[src/rtl/conv_pkg.sv]
// conv_pkg: shared constants, state encoding and saturation helper for the convolution window sequencer
package conv_pkg;
  localparam int DATA_WIDTH = 16;
  localparam int FRAC_BIT = 8;
  localparam int KERNEL_SIZE = 5;
  localparam int ACC_GUARD = 8;
  localparam int TAPS = KERNEL_SIZE ** 2;
  typedef enum logic [2:0] {IDLE, LOAD_W, READY, RUN, DRAIN, OUT} state_e;
  function automatic logic signed [63:0] saturate(input logic signed [63:0] a, input int dw);
    logic signed [63:0] hi, lo;
    hi = (64'sd1 <<< (dw - 1)) - 64'sd1;
    lo = -(64'sd1 <<< (dw - 1));
    return a > hi ? hi : a < lo ? lo : a;
  endfunction
endpackage

[src/rtl/conv_window_sequencer_if.sv]
// conv_window_sequencer_if: weight, pixel and result handshakes plus status of the window sequencer
interface conv_window_sequencer_if #(parameter int DATA_WIDTH = conv_pkg::DATA_WIDTH);
  logic cfg_load, w_valid, w_ready, pix_valid, pix_ready, out_valid, out_ready, weights_loaded, busy;
  logic [DATA_WIDTH-1:0] w_data, pix_data, out_data;
  modport master(
    output cfg_load, w_valid, w_data, pix_valid, pix_data, out_ready,
    input w_ready, pix_ready, out_valid, out_data, weights_loaded, busy
  );
  modport slave(
    input cfg_load, w_valid, w_data, pix_valid, pix_data, out_ready,
    output w_ready, pix_ready, out_valid, out_data, weights_loaded, busy
  );
endinterface

[src/rtl/conv_window_sequencer_mac_lane.sv]
// mac_lane: registered multiply, Q-format truncation and guarded accumulation for one tap per cycle
module mac_lane #(
  parameter int DATA_WIDTH = conv_pkg::DATA_WIDTH,
  parameter int FRAC_BIT = conv_pkg::FRAC_BIT,
  parameter int ACC_GUARD = conv_pkg::ACC_GUARD
) (
  input  logic clk,
  input  logic reset,
  input  logic clear,
  input  logic en,
  input  logic signed [DATA_WIDTH-1:0] pix,
  input  logic signed [DATA_WIDTH-1:0] w,
  output logic signed [DATA_WIDTH+ACC_GUARD-1:0] acc
);
  logic signed [2*DATA_WIDTH-1:0] prod;
  logic prod_valid;
  logic signed [DATA_WIDTH-1:0] trunc;
  logic unused_prod;
  // keep the sign, drop the fraction and the overflow bits above the result word
  assign trunc = {prod[2*DATA_WIDTH-1], prod[DATA_WIDTH+FRAC_BIT-2:FRAC_BIT]};
  assign unused_prod = ^{prod[FRAC_BIT-1:0], prod[2*DATA_WIDTH-2:DATA_WIDTH+FRAC_BIT-1]};
  always_ff @(posedge clk) begin
    if (reset) begin
      prod <= '0;
      prod_valid <= 1'b0;
      acc <= '0;
    end else begin
      prod_valid <= en;
      if (en) prod <= pix * w;
      acc <= clear ? '0 : prod_valid ? acc + {{ACC_GUARD{trunc[DATA_WIDTH-1]}}, trunc} : acc;
    end
  end
endmodule

[src/rtl/conv_window_sequencer.sv]
// conv_window_sequencer: time-multiplexed KxK convolution window with one shared MAC lane
// Define CONV_SEQ_RELU_EN to clamp negative window sums to zero.
module conv_window_sequencer #(
  parameter int DATA_WIDTH = conv_pkg::DATA_WIDTH,
  parameter int FRAC_BIT = conv_pkg::FRAC_BIT,
  parameter int KERNEL_SIZE = conv_pkg::KERNEL_SIZE,
  parameter int ACC_GUARD = conv_pkg::ACC_GUARD
) (
  input logic clk,
  input logic reset,
  conv_window_sequencer_if.slave bus
);
  import conv_pkg::*;
  localparam int TAPS = KERNEL_SIZE ** 2;
  localparam int TW = $clog2(TAPS + 1);
  state_e state;
  logic [TW-1:0] tap;
  logic loaded;
  logic signed [DATA_WIDTH-1:0] bank [TAPS];
  logic signed [DATA_WIDTH+ACC_GUARD-1:0] acc;
  logic [DATA_WIDTH-1:0] sat;
  logic clear, accept;
  assign bus.w_ready = state == LOAD_W;
  assign bus.pix_ready = state == RUN && tap < TW'(TAPS);
  assign bus.out_valid = state == OUT;
  assign bus.weights_loaded = loaded;
  assign bus.busy = state != IDLE && state != READY;
  assign clear = state == READY && !bus.cfg_load && bus.pix_valid;
  assign accept = bus.pix_valid && bus.pix_ready;
  assign sat = DATA_WIDTH'(saturate(64'(acc), DATA_WIDTH));
`ifdef CONV_SEQ_RELU_EN
  assign bus.out_data = sat[DATA_WIDTH-1] ? '0 : sat;
`else
  assign bus.out_data = sat;
`endif
  mac_lane #(.DATA_WIDTH(DATA_WIDTH), .FRAC_BIT(FRAC_BIT), .ACC_GUARD(ACC_GUARD)) lane (
    .clk(clk), .reset(reset), .clear(clear), .en(accept),
    .pix(bus.pix_data), .w(bank[tap]), .acc(acc)
  );
  always_ff @(posedge clk) begin
    if (reset) begin
      state <= IDLE;
      tap <= '0;
      loaded <= 1'b0;
      for (int i = 0; i < TAPS; i++) bank[i] <= '0;
    end else begin
      case (state)
        IDLE: if (bus.cfg_load) begin
          state <= LOAD_W;
          loaded <= 1'b0;
        end
        LOAD_W: if (bus.w_valid) begin
          bank[tap] <= bus.w_data;
          tap <= tap == TW'(TAPS - 1) ? '0 : tap + 1'b1;
          if (tap == TW'(TAPS - 1)) begin
            loaded <= 1'b1;
            state <= READY;
          end
        end
        READY: if (bus.cfg_load) begin
          state <= LOAD_W;
          loaded <= 1'b0;
          tap <= '0;
        end else if (bus.pix_valid) state <= RUN;
        RUN: if (accept) begin
          tap <= tap + 1'b1;
          if (tap == TW'(TAPS - 1)) state <= DRAIN;
        end
        DRAIN: state <= OUT;
        OUT: if (bus.out_ready) begin
          tap <= '0;
          state <= READY;
        end
        default: state <= IDLE;
      endcase
    end
  end
endmodule

[src/flat_wrapper.sv]
// flat-port wrapper written by rule: the top's interface ports become plain ports
module conv_window_sequencer_flat import conv_pkg::*;
#(
  parameter int DATA_WIDTH = conv_pkg::DATA_WIDTH,
  parameter int FRAC_BIT = conv_pkg::FRAC_BIT,
  parameter int KERNEL_SIZE = conv_pkg::KERNEL_SIZE,
  parameter int ACC_GUARD = conv_pkg::ACC_GUARD
)
  (clk, reset, bus_cfg_load, bus_w_valid, bus_w_data, bus_pix_valid, bus_pix_data, bus_out_ready, bus_w_ready, bus_pix_ready, bus_out_valid, bus_out_data, bus_weights_loaded, bus_busy);
  conv_window_sequencer_if #(.DATA_WIDTH(DATA_WIDTH)) bus_i ();
  input logic clk;
  input logic reset;
  input wire logic [$bits(bus_i.cfg_load)-1:0] bus_cfg_load;
  input wire logic [$bits(bus_i.w_valid)-1:0] bus_w_valid;
  input wire logic [$bits(bus_i.w_data)-1:0] bus_w_data;
  input wire logic [$bits(bus_i.pix_valid)-1:0] bus_pix_valid;
  input wire logic [$bits(bus_i.pix_data)-1:0] bus_pix_data;
  input wire logic [$bits(bus_i.out_ready)-1:0] bus_out_ready;
  output wire logic [$bits(bus_i.w_ready)-1:0] bus_w_ready;
  output wire logic [$bits(bus_i.pix_ready)-1:0] bus_pix_ready;
  output wire logic [$bits(bus_i.out_valid)-1:0] bus_out_valid;
  output wire logic [$bits(bus_i.out_data)-1:0] bus_out_data;
  output wire logic [$bits(bus_i.weights_loaded)-1:0] bus_weights_loaded;
  output wire logic [$bits(bus_i.busy)-1:0] bus_busy;
  assign bus_i.cfg_load = bus_cfg_load;
  assign bus_i.w_valid = bus_w_valid;
  assign bus_i.w_data = bus_w_data;
  assign bus_i.pix_valid = bus_pix_valid;
  assign bus_i.pix_data = bus_pix_data;
  assign bus_i.out_ready = bus_out_ready;
  assign bus_w_ready = bus_i.w_ready;
  assign bus_pix_ready = bus_i.pix_ready;
  assign bus_out_valid = bus_i.out_valid;
  assign bus_out_data = bus_i.out_data;
  assign bus_weights_loaded = bus_i.weights_loaded;
  assign bus_busy = bus_i.busy;
  conv_window_sequencer #(.DATA_WIDTH(DATA_WIDTH), .FRAC_BIT(FRAC_BIT), .KERNEL_SIZE(KERNEL_SIZE), .ACC_GUARD(ACC_GUARD)) u_core (.clk(clk), .reset(reset), .bus(bus_i));
endmodule
[config.mk]
export PLATFORM = sky130hd
export DESIGN_NAME = conv_window_sequencer_flat
export DESIGN_NICKNAME = d
export VERILOG_FILES = /design/src/rtl/conv_pkg.sv /design/src/rtl/conv_window_sequencer_if.sv /design/src/rtl/conv_window_sequencer_mac_lane.sv /design/src/rtl/conv_window_sequencer.sv /design/src/flat_wrapper.sv
export SDC_FILE = /design/constraint.sdc
export NUM_CORES = 1
export LEC_CHECK = 0
export CORE_MARGIN = 2
export CORE_UTILIZATION = 50
export DETAILED_ROUTE_END_ITERATION = 6
export PLACE_DENSITY = 0.66
export SETUP_SLACK_MARGIN = 0.3
export SYNTH_ARGS = -nofsm -noshare
export SYNTH_HDL_FRONTEND = slang
export SYNTH_SLANG_ARGS = --single-unit
[constraint.sdc]
create_clock -name clk -period 10.8 [get_ports clk]
set_input_delay 1.08 -clock clk [delete_from_list [all_inputs] [get_ports clk]]
set_output_delay 1.08 -clock clk [all_outputs]
set_load 0.01 [all_outputs]
==> results.txt <==
Placed Cells: 3661
synth-to-layout area growth: 10.17%
first-pass iteration count of the detailed router: 5
Hold Buf Count CTS: 0
unrepaired setup endpoints after global routing: false
core area: 70030 um^2
starting utilization of the core area: 0.5057
Port Buffers: 58
share of cells above drive strength 1: 0.1211
WP data required: 11.29 ns
post-synthesis cell count: 2741
Synth area leaders: edfxtp_1, fa_1, mux4_2, and2_1, ha_1
clock latency on the worst-skew pair: 0.66 ns
Hold Crit Depth: 2
Worst-path clk slew: 0.06 ns
Area after DPL: 37160 um^2
cell taking the most area after synthesis: edfxtp_1
Final Cell Area: 39020 um^2
Yosys cell types: 70
Final Total Pwr: 10.02 mW
largest net degree at the start of global routing: 42
synth cell count leaders: edfxtp_1, and2_1, inv_1, fa_1, mux4_2
first-pass GRT wire length: 138900 um
Nets: 3190
worst reg-to-reg setup slack: 2.12 ns
Worst Tran Pin Value: 1.383 ns
CP Class: reg -> reg
Post-synth EDFFs: 512
setup_tns: 0 ns
CP Capture Type: flop
post-layout util: 0.5572
Final Instance Count excl. Fillers: 3773
synthesized area: 35420 um^2
Worst Path Arrival: 9.17 ns
post-synthesis sequential area ratio: 0.4652
Via density: 5.725
Worst VDD drop: 0.0003231 V
DRT iter0 DRCs: 2240
Synth async-reset ratio: 0
Die Area: 72980 um^2
Syn. warnings: 0
All-Layer GR Usage: 0.2521
die height: 270.1 um
Num CTS Buffers: 60
syn_area_per_cell: 12.92 um^2
most frequent cell after synthesis: edfxtp_1
Fill cells: 5682
post-cts resize count: 0
Via Count: 21.60k
worst reg-to-reg path cell count: 25
Synth Flop Type: edfxtp_1
Crit Path Max Fanout: 41
drt drc: 0
RePlAce Congestion: 0.9143
Hold Path Class: reg -> reg
vias in the first global route: 22.73k
I/O Pins: 59
Die Wd: 270.1 um
row cnt: 97
DRT antenna net count: 0
leak pwr: 15.33 nW
CTS tree: done
routed len/inst: 23.73 um
MaxCap Viol Count: 0
initial antenna violation count: 2
final hold viol count: 0
Root Driver: clkbuf_16
status: finished clean
pwr dens: 256.7 nW/um^2
final critical-path required period: 8.679 ns
clk_skew: 0.05006 ns
fmax: 115.2 MHz
top-area cell type share of the netlist area: 0.4341
final setup fails: 0
Clock H-tree levels: 2
grt total ovfl: 0
Post-DP HPWL: 61490 um
CP Launch Type: flop
max_slew headroom: 0.07496
Setup Buffers After CTS: 0
Antenna Cells: 0
fin crit share: 0.8036
Final Max Slew Viols: 0
Net Count, Synth: 3147
CTS sink cnt: 567
final WL: 89520 um
clock tree buffer depth: 3
flip-flop and latch count after synthesis: 567
## path summary, 6_finish.rpt
check | startpoint | to
max reg2reg | flop | u_core.lane.prod[21]
max | flop | u_core.lane.prod[21]
min reg2reg | u_core.lane.prod[8] | u_core.lane.prod[8]
min | u_core.lane.prod[8] | u_core.lane.prod[8]
## cell type report
class,instances,area [um^2],area share
multi-input cells,1701,17100,0.4381
clock inverters,39,306.5,0.007856
well taps,940,1176,0.03014
repair buffers,139,1226,0.03143
clock buffers,72,1546,0.03963
inverters,315,1182,0.03030
flip-flops and latches,567,16490,0.4225
## registers in the layout (all words and copies together) (netlist names), named ones only
name                       count
u_core.state                   3
u_core.lane.acc               24
u_core.lane.prod_valid         1
u_core.bus.weights_loaded      1
u_core.bank                  512
u_core.tap                     5
u_core.lane.prod              16
## per-stage QoR
step / hold WS [ns] / setup slack (ns)
after floorplan: 0.4223 / 3.106
after global placement: 0.4496 / 2.302
after detailed placement: 0.4510 / 2.193
after CTS: 0.4618 / 2.102
after global routing: 0.4839 / 1.689
final: 0.4719 / 2.121
## critical path, cell delays in order (launching register included)
cell	delay, ns
dfxtp_4	0.88
buf_12	0.31
mux4_2	0.34
mux4_2	0.54
mux2i_1	0.98
nor2b_1	0.16
fa_1	0.57
inv_1	0.05
fa_1	0.48
fa_1	0.52
inv_1	0.05
fa_1	0.53
inv_1	0.05
fa_1	0.46
fa_1	0.49
inv_1	0.04
ha_1	0.32
a21o_1	0.17
a21o_1	0.17
a21oi_1	0.20
inv_1	0.10
o31ai_4	0.34
a31oi_4	0.15
o21a_1	0.21
o311ai_1	0.28
a21oi_1	0.11
## layout by cell type (no fill, tap or decap), drive strengths merged, types with 4 or more instances in the layout
master / synthesis / layout
a22oi: 9 / 9
xnor2: 33 / 33
buf: 33 / 81
nand2b: 37 / 37
o21ai: 54 / 54
nor2: 99 / 99
nor3: 6 / 6
xor2: 7 / 7
inv: 315 / 320
and2: 453 / 453
a211oi: 5 / 5
nand4: 12 / 12
a21oi: 46 / 46
clkbuf: 125 / 72
nand3: 14 / 14
o21a: 19 / 19
mux4: 144 / 144
clkdlybuf4s50: 0 / 58
nand3b: 6 / 6
and3: 4 / 4
fa: 262 / 262
mux2: 6 / 6
o311ai: 5 / 5
nand2: 140 / 140
or3: 5 / 5
ha: 106 / 106
dfxtp: 55 / 55
edfxtp: 512 / 512
a21o: 23 / 23
o31ai: 7 / 7
clkinv: 0 / 29
nor2b: 89 / 89
mux2i: 50 / 50
a31oi: 10 / 10
and4: 4 / 4
or2: 8 / 8
## power breakdown
group | internal, mW | switching (mW)
Sequential | 2.45 | 0.0505
Combinational | 2.42 | 3.13
Clock | 1.08 | 0.882
## kinds of logic (layout without fill, tap and decap cells)
family,Yosys count,in the layout,share of synthesized area
multiplexers,200,200,0.1076
AO/OA/AOI/OAI,199,199,0.03749
adder cells (fa/ha/maj),368,368,0.1856
XOR/XNOR,40,40,0.009892
flip-flops,567,567,0.4652
buffers and inverters,473,565,0.05239
AND/OR/NAND/NOR,894,894,0.1418
## layer usage
metal	GRT usage	up-vias	wire [um]
met5	0	-	0
met4	0.07193	0	2381
met3	0.04036	149	6731
met2	0.4296	825	44770
met1	0.3355	11200	35640
li1	-	9433	-
(Power assumes the default switching activity.)
